`src/rtl/if_fetch_unit_if.sv`:
```
// Instruction-memory handshake between the fetch unit and the instruction memory.
//   imem_req  : fetch unit -> memory, request pending
//   imem_addr : fetch unit -> memory, word address, stable while imem_req=1
//   imem_ack  : memory -> fetch unit, one-cycle acknowledge
//   imem_data : memory -> fetch unit, instruction word, valid in the imem_ack cycle
interface if_fetch_unit_if;
  logic        imem_req;
  logic [31:0] imem_addr;
  logic        imem_ack;
  logic [31:0] imem_data;

  modport master (output imem_req, output imem_addr, input imem_ack, input imem_data);
  modport slave  (input imem_req, input imem_addr, output imem_ack, output imem_data);
endinterface

```
`src/rtl/if_fetch_unit.sv`:
```
// Instruction fetch stage with IF/ID output register and a one-entry skid buffer.
// Ports:
//   clk            : sole clock, rising edge
//   rst            : asynchronous active-low reset
//   freeze         : decode hazard, hold IF/ID outputs
//   branch_taken   : redirect fetch to branch_address and flush IF/ID
//   branch_address : redirect target, bits [1:0] ignored
//   imem           : instruction-memory handshake (master side)
//   pc             : fetch address + 4 of the held instruction
//   instruction    : held instruction word
//   valid          : pc/instruction hold a real fetched instruction
//   stall_count    : only with IF_FETCH_STALL_COUNT_EN defined; saturating count of
//                    cycles with imem_req=1 and imem_ack=0
//
// state | meaning
// IDLE  | one cycle after reset, no request
// REQ   | request to imem_addr outstanding
// HOLD  | fetched word parked in skid buffer while decode is frozen
module if_fetch_unit (
  input  logic           clk,
  input  logic           rst,
  input  logic           freeze,
  input  logic           branch_taken,
  input  logic [31:0]    branch_address,
  if_fetch_unit_if.master imem,
  output logic [31:0]    pc,
  output logic [31:0]    instruction,
  output logic           valid
`ifdef IF_FETCH_STALL_COUNT_EN
  ,
  output logic [15:0]    stall_count
`endif
);

  typedef enum logic [1:0] {IDLE, REQ, HOLD} state_t;

  state_t      state, state_nxt;
  logic [31:0] fetch_pc;
  logic [31:0] fetch_pc_inc;
  logic [31:0] branch_target;
  logic [31:0] req_addr;     // address of a request being drained after a redirect
  logic        discard;
  logic [31:0] skid_instr;
  logic [31:0] skid_pc;

  assign fetch_pc_inc  = fetch_pc + 32'd4;
  assign branch_target = branch_address & 32'hFFFF_FFFC;

  always_ff @(posedge clk or negedge rst) begin
    if (!rst) state <= IDLE;
    else      state <= state_nxt;
  end

  always_comb begin
    state_nxt = state;
    case (state)
      IDLE: state_nxt = REQ;
      REQ: begin
        if (!branch_taken && imem.imem_ack && !discard && freeze) state_nxt = HOLD;
        else                                                      state_nxt = REQ;
      end
      HOLD: begin
        if (branch_taken || !freeze) state_nxt = REQ;
      end
      default: state_nxt = IDLE;
    endcase
  end

  // While a redirected request drains, the bus keeps showing the old address.
  always_comb begin
    imem.imem_req  = (state == REQ);
    imem.imem_addr = discard ? req_addr : fetch_pc;
  end

  always_ff @(posedge clk or negedge rst) begin
    if (!rst) begin
      fetch_pc    <= 32'd0;
      req_addr    <= 32'd0;
      discard     <= 1'b0;
      pc          <= 32'd0;
      instruction <= 32'd0;
      valid       <= 1'b0;
      skid_instr  <= 32'd0;
      skid_pc     <= 32'd0;
    end else if (branch_taken) begin
      instruction <= 32'd0;
      valid       <= 1'b0;
      fetch_pc    <= branch_target;
      skid_instr  <= 32'd0;
      skid_pc     <= 32'd0;
      if (state == REQ && !imem.imem_ack) begin
        // Keep the original address if a redirect is already draining.
        if (!discard) req_addr <= fetch_pc;
        discard <= 1'b1;
      end else begin
        discard <= 1'b0;
      end
    end else begin
      case (state)
        REQ: begin
          if (imem.imem_ack && !discard) begin
            fetch_pc <= fetch_pc_inc;
            if (!freeze) begin
              instruction <= imem.imem_data;
              pc          <= fetch_pc_inc;
              valid       <= 1'b1;
            end else begin
              skid_instr <= imem.imem_data;
              skid_pc    <= fetch_pc_inc;
            end
          end else begin
            if (imem.imem_ack) discard <= 1'b0;
            if (!freeze)       valid   <= 1'b0;
          end
        end
        HOLD: begin
          if (!freeze) begin
            instruction <= skid_instr;
            pc          <= skid_pc;
            valid       <= 1'b1;
          end
        end
        default: ;
      endcase
    end
  end

`ifdef IF_FETCH_STALL_COUNT_EN
  always_ff @(posedge clk or negedge rst) begin
    if (!rst)                                                  stall_count <= 16'd0;
    else if (imem.imem_req && !imem.imem_ack && stall_count != 16'hFFFF) stall_count <= stall_count + 16'd1;
  end
`endif

endmodule

```
`src/flat_wrapper.sv`:
```
// flat-port wrapper written by rule: the top's interface ports become plain ports
module if_fetch_unit_flat 
  (clk, rst, freeze, branch_taken, branch_address, pc, instruction, valid, imem_imem_req, imem_imem_addr, imem_imem_ack, imem_imem_data);
  if_fetch_unit_if imem_i ();
  input  logic clk;
  input  logic rst;
  input  logic freeze;
  input  logic branch_taken;
  input  logic [31:0] branch_address;
  output logic [31:0] pc;
  output logic [31:0] instruction;
  output logic valid;
  output wire logic [$bits(imem_i.imem_req)-1:0] imem_imem_req;
  output wire logic [$bits(imem_i.imem_addr)-1:0] imem_imem_addr;
  input wire logic [$bits(imem_i.imem_ack)-1:0] imem_imem_ack;
  input wire logic [$bits(imem_i.imem_data)-1:0] imem_imem_data;
  assign imem_imem_req = imem_i.imem_req;
  assign imem_imem_addr = imem_i.imem_addr;
  assign imem_i.imem_ack = imem_imem_ack;
  assign imem_i.imem_data = imem_imem_data;
  if_fetch_unit u_core (.clk(clk), .rst(rst), .freeze(freeze), .branch_taken(branch_taken), .branch_address(branch_address), .imem(imem_i), .pc(pc), .instruction(instruction), .valid(valid));
endmodule
```
`config.mk`:
```
export PLATFORM = sky130hd
export DESIGN_NAME = if_fetch_unit_flat
export DESIGN_NICKNAME = d
export VERILOG_FILES = /design/src/rtl/if_fetch_unit_if.sv /design/src/rtl/if_fetch_unit.sv /design/src/flat_wrapper.sv
export SDC_FILE = /design/constraint.sdc
export NUM_CORES = 1
export LEC_CHECK = 0
export BUFFER_PORTS_ARGS = -buffer_cell sky130_fd_sc_hd__clkbuf_2
export CORE_MARGIN = 5
export CORE_UTILIZATION = 28
export CTS_CLUSTER_DIAMETER = 40
export DETAILED_ROUTE_END_ITERATION = 16
export GPL_TIMING_DRIVEN = 0
export PLACE_DENSITY = 0.48
export SYNTH_ARGS = -nofsm -noshare
export SYNTH_HDL_FRONTEND = slang
export SYNTH_SLANG_ARGS = --single-unit
```
`constraint.sdc`:
```
create_clock -name clk -period 2.25 [get_ports clk]
set_input_delay 0.45 -clock clk [delete_from_list [all_inputs] [get_ports clk]]
set_output_delay 0.45 -clock clk [all_outputs]
set_load 0.01 [all_outputs]
```
After elaboration in Yosys (flattened, before gate mapping)
Cells that the tools add are included.
- register bits after elaboration: 196
- input bits: 69
- output and inout bits: 98
- add/subtract/negate cells: 1
- equal/unequal tests: 11
- muxes and demuxes: 34
- bitwise gates (word level): 1
- reduce and logical (&&, ||, !) cells: 24
- operator list (operator ; number):
    $mux 32 ; 19
    $pmux 32 s2 ; 2
    $add 32x3->32 const B ; 1
    $reduce_bool 2->1 ; 5
    $mux 1 ; 9
    $ne 2x2->1 const B ; 3
    $ne 3x3->1 const B ; 2
    $pmux 2 s3 ; 1
    $reduce_and 2->1 ; 3
    $reduce_and 3->1 ; 2
    $logic_and 1x1->1 ; 5
    $reduce_and 5->1 ; 1
    $logic_not 1->1 ; 4
    $mux 2 ; 2
    $ne 2x1->1 const B ; 2
    $ne 4x3->1 const B ; 1
    $reduce_and 4->1 ; 1
    $ne 3x2->1 const B ; 1
    $reduce_bool 3->1 ; 1
    $eq 2x1->1 const B ; 1
    $eq 2x2->1 const B ; 1
    $logic_not 2->1 ; 1
    $pmux 1 s2 ; 1
    $logic_or 1x1->1 ; 1
    $not 1->1 ; 1

Depth between registers and ports, before layout
- word-level depth: 6
- depth in mapped cells: 8

Worst setup path before layout
No wires, ideal clock.
- kind: register -> register
- start point: reg u_core.fetch_pc[2]
- end point: reg u_core.fetch_pc[30]
- library setup time: 0.131 ns
- data arrival time: 1.729 ns
- data required time: 2.119 ns
- slack: 0.390 ns
- cell stages (with the launch flop): 7
- buffers on the path: 0
- cell sequence: dfrtp_1 > ha_1 > nand3_4 > or3_4 > nor4_2 > xnor2_1 > o21ai_1
- word-level cells in the longest chain between the ends: 4
- ends and longest elaborated chain (what ; RTL line ; RTL):
    start: declaration ; if_fetch_unit.sv:38 ; logic [31:0] fetch_pc;
    start signal: assignment ; if_fetch_unit.sv:88 ; fetch_pc <= branch_target;
    start signal: assignment ; if_fetch_unit.sv:102 ; fetch_pc <= fetch_pc_inc;
    $add 32x3->32 ; if_fetch_unit.sv:46 ; assign fetch_pc_inc = fetch_pc + 32'd4;
    $mux 32 ; if_fetch_unit.sv:101 ; if (imem.imem_ack && !discard) begin
    $mux 32 ; if_fetch_unit.sv:99 ; case (state)
    $mux 32 ; if_fetch_unit.sv:85 ; end else if (branch_taken) begin
No other way between the ends. The select of a mux whose other input is x is not followed.
A chain may end at the register's enable or synchronous reset.

Worst setup path in the final report
- start point: reg u_core.discard
- end point: out imem_imem_addr[24]
- word-level cells in the longest chain between the ends: 1
- ends and longest elaborated chain (what ; RTL line ; RTL):
    start: declaration ; if_fetch_unit.sv:42 ; logic discard;
    start signal: assignment ; if_fetch_unit.sv:79 ; discard <= 1'b0;
    start signal: assignment ; if_fetch_unit.sv:94 ; discard <= 1'b1;
    start signal: assignment ; if_fetch_unit.sv:96 ; discard <= 1'b0;
    $mux 32 ; if_fetch_unit.sv:72 ; imem.imem_addr = discard ? req_addr : fetch_pc;
    end: declaration ; flat_wrapper.sv:14 ; output wire logic [$bits(imem_i.imem_addr)-1:0] imem_imem_addr;
No other way between the ends.

==> metrics.md <==
| Metric | Value |
|---|---|
| Die area | `36000 um^2` |
| Pre-CTS WS | `-253 ps` |
| DR WL/cell | `18.8 um` |
| Cell area after synthesis | `9050 um^2` |
| WS Path Type | `reg2out` |
| Crit share post-route | `95.2%` |
| DRT iter0 DRCs | `343` |
| Worst slew pin tran | `877 ps` |
| Pwr Density | `861 nW/um^2` |
| Most common cell in the netlist | `dfrtp_1` |
| Cell taking the most area after synthesis | `dfrtp_1` |
| Num CTS Buffers | `17` |
| Detailed-router iteration count before antenna repair | `5` |
| Clock Skews | `10.4 ps` |
| Initial antenna violation count | `2` |
| CTS root buffer | `clkbuf_16` |
| Yosys reg bits | `192` |
| Count of different cell masters after synthesis | `50` |
| Final Hold Viols | `0` |
| Status | `completed` |
| Sequential Power Share | `44.7%` |
| Post-synthesis sequential area ratio | `53.1%` |
| MaxCap Viol Count | `0` |
| DIE HEIGHT | `190 um` |
| RePlAce Congestion | `0.795` |
| Critical path's slowest cell | `dfrtp_1` |
| Die X | `190 um` |
| Final wirelength | `27300 um` |
| Clock slew at reported path FFs | `70 ps` |
| Max Fclk | `0.467 GHz` |
| Mean area per synthesized cell | `10.6 um^2` |
| Post-synth top cells | `dfrtp_1 (192), nand2_1 (114), o21ai_0 (88)` |
| Number of nets with antenna violations after routing | `0` |
| Routed vias | `6887` |
| Leakage | `0.00494 uW` |
| CTS tree | `yes` |
| Clock group share of total power | `34.2%` |
| Comb power frac | `21.1%` |
| Starting Density | `28.5%` |
| Post-DP HPWL | `19900 um` |
| Switching pwr | `2910 uW` |
| Pin count of the biggest net entering global routing | `104` |
| Drt via density | `4.75` |
| Core area | `31700 um^2` |
| CP Launch Type | `register` |
| GRT Total Usage | `15.2%` |
| Total clock sinks | `192` |
| Layout cells sized above 1 | `30.6%` |
| Number of global-route vias before repair | `7001` |
| CTS H-Tree Depth | `4` |
| Worst Path Required | `1800 ps` |
| Synth area leaders | `dfrtp_1 (53%), mux2_2 (7.2%), o21ai_0 (4.9%)` |
| Sw Share | `30.5%` |
| CP Capture Type | `primary output` |
| CP max stage delay | `410 ps` |
| Worst path cell trace | `buf_8 > buf_6 > mux2_2 > clkbuf_2` |
| # rows | `65` |
| Nets | `1104` |
| Syn-to-layout area delta | `22.6%` |
| Setup violators final | `0` |
| Residual DRC | `0` |
| I/O Pins | `167` |
| Final setup TNS | `0 ps` |
| IO buf count | `163` |
| First-pass GRT wire length | `42400 um` |
| Hold Buf Count CTS | `0` |
| Tmin final | `2140 ps` |
| Int Power | `6630 uW` |
| Synth top area share | `53.1%` |
| Final setup margin | `109 ps` |
| Worst skew pair latency | `440 ps` |
| Slew Limit Fails | `0` |
| Crit path max fanout | `10` |
| RSZ-0062 raised after global routing | `false` |
| Relative slew slack | `41.5%` |
| Maximum vdd drop | `0.539 mV` |
| Synth Net Count | `921` |
| Post-synth ARST share | `100%` |
| Number of enable flip-flop cells after synthesis | `0` |
| Syn Inst Count | `851` |
| Clk buf depth | `2` |
| Gr ovfl total | `0` |
| Yosys warns | `0` |
| WP data arrival | `1690 ps` |
| Hold/Removal Path Class | `in2async` |
| Ys flop type | `dfrtp_1` |
## metal layers
layer	GRT usage, %	wire length, um
met1	22.1	13700
met2	23.3	12300
met3	3.30	1070
met4	3.23	156
met5	0	0
## worst max-delay path: cells and delay by family (launching register included)
| family | cells | cell delay, ps |
|---|---|---|
| buf+inv | 3 | 470 |
| flops | 1 | 410 |
| mux | 1 | 370 |
## flip-flops by register name (all words and copies together), names as in the netlist
| name | count |
|---|---|
| u_core.pc | 31 |
| u_core.state | 2 |
| u_core.skid_pc | 31 |
| u_core.skid_instr | 32 |
| u_core.instruction | 32 |
| u_core.req_addr | 32 |
| u_core.valid | 1 |
| u_core.discard | 1 |
| u_core.fetch_pc | 30 |
## power by group through the flow
stage                     Combinational [uW]  Sequential (uW)  Clock, uW
after floorplan                         1070             4370          0
after global placement                  2020             4310          0
after detailed placement                2040             4330          0
after CTS                               2060             4260       3370
after global routing                    2240             4330       3490
final                                   2010             4260       3270
## worst paths after layout
check	slack [ps]	end	start	cells after the start
worst min-delay path	100	u_core.skid_instr[25]	rst	1
worst max-delay path	110	imem_imem_addr[24]	u_core.discard	4
worst min register to register	480	u_core.instruction[14]	u_core.instruction[14]	2
worst max register to register	170	u_core.pc[30]	u_core.fetch_pc[3]	6
min in group clk	220	u_core.fetch_pc[17]	branch_address[17]	3
max in group asynchronous	1200	u_core.fetch_pc[18]	rst	2
## cell usage in the layout (no fill, tap or decap), types with 3 or more instances in the layout
cell       count
nand4_1       11
buf_2         25
o22ai_1       11
nor4_2         4
nand2b_1       3
o21ai_1       15
clkbuf_1      27
o21ai_0       88
buf_4          4
a22o_1        39
nor2b_1        3
clkbuf_16     17
and3_1         3
o21a_1         4
and4_1         6
nor3_1        10
mux2_2        58
xor2_1        22
nand3_1       17
bufinv_16      3
inv_6          7
xnor2_1       34
o31ai_1        5
nand2_1      113
clkbuf_2     170
nor2_1        47
dfrtp_1      191
buf_6          5
mux2i_1       34
a21oi_1       22
and2_1         5
o211ai_1       3
## through the flow
stage	instances	power (uW)	area (um^2)	hold WS, ps	util, %
after floorplan	851	5440	9050	154	-
after global placement	1416	6340	10400	457	32.7
after detailed placement	1417	6370	10400	466	32.8
after CTS	1449	9700	11100	150	34.9
after global routing	1451	10100	11100	168	35.0
final	1451	9540	11100	101	35.0
## kinds of logic (layout without fill, tap and decap cells)
logic type / Yosys count / in the layout / synth area share (%)
other cells: 0 / 2 / 0
fa+ha+maj: 1 / 1 / 0.138
simple gates: 244 / 244 / 13.6
mux: 92 / 92 / 11.0
buf+inv: 72 / 268 / 3.79
xor+xnor: 56 / 56 / 5.42
compound gates: 194 / 194 / 13.0
flops: 192 / 192 / 53.1
## timing repair
item | 4_1_cts | 5_1_grt
resized for setup | 11 | 18
setup buffers | 0 | 0
pin swaps | 0 | 1
setup endpoints to repair | 123 | 77
## final cells by class
class                   count  area [um^2]
diodes                      2         5.00
inverters                   2         7.51
flip-flops and latches    192         4810
multi-input cells         587         3930
repair buffers            164          852
clock inverters            15          195
clock buffers              17          425
well taps                 402          503
fillers                  3288        20600
plain buffers              70          368
No activity file was read; power rests on OpenSTA's default activity.
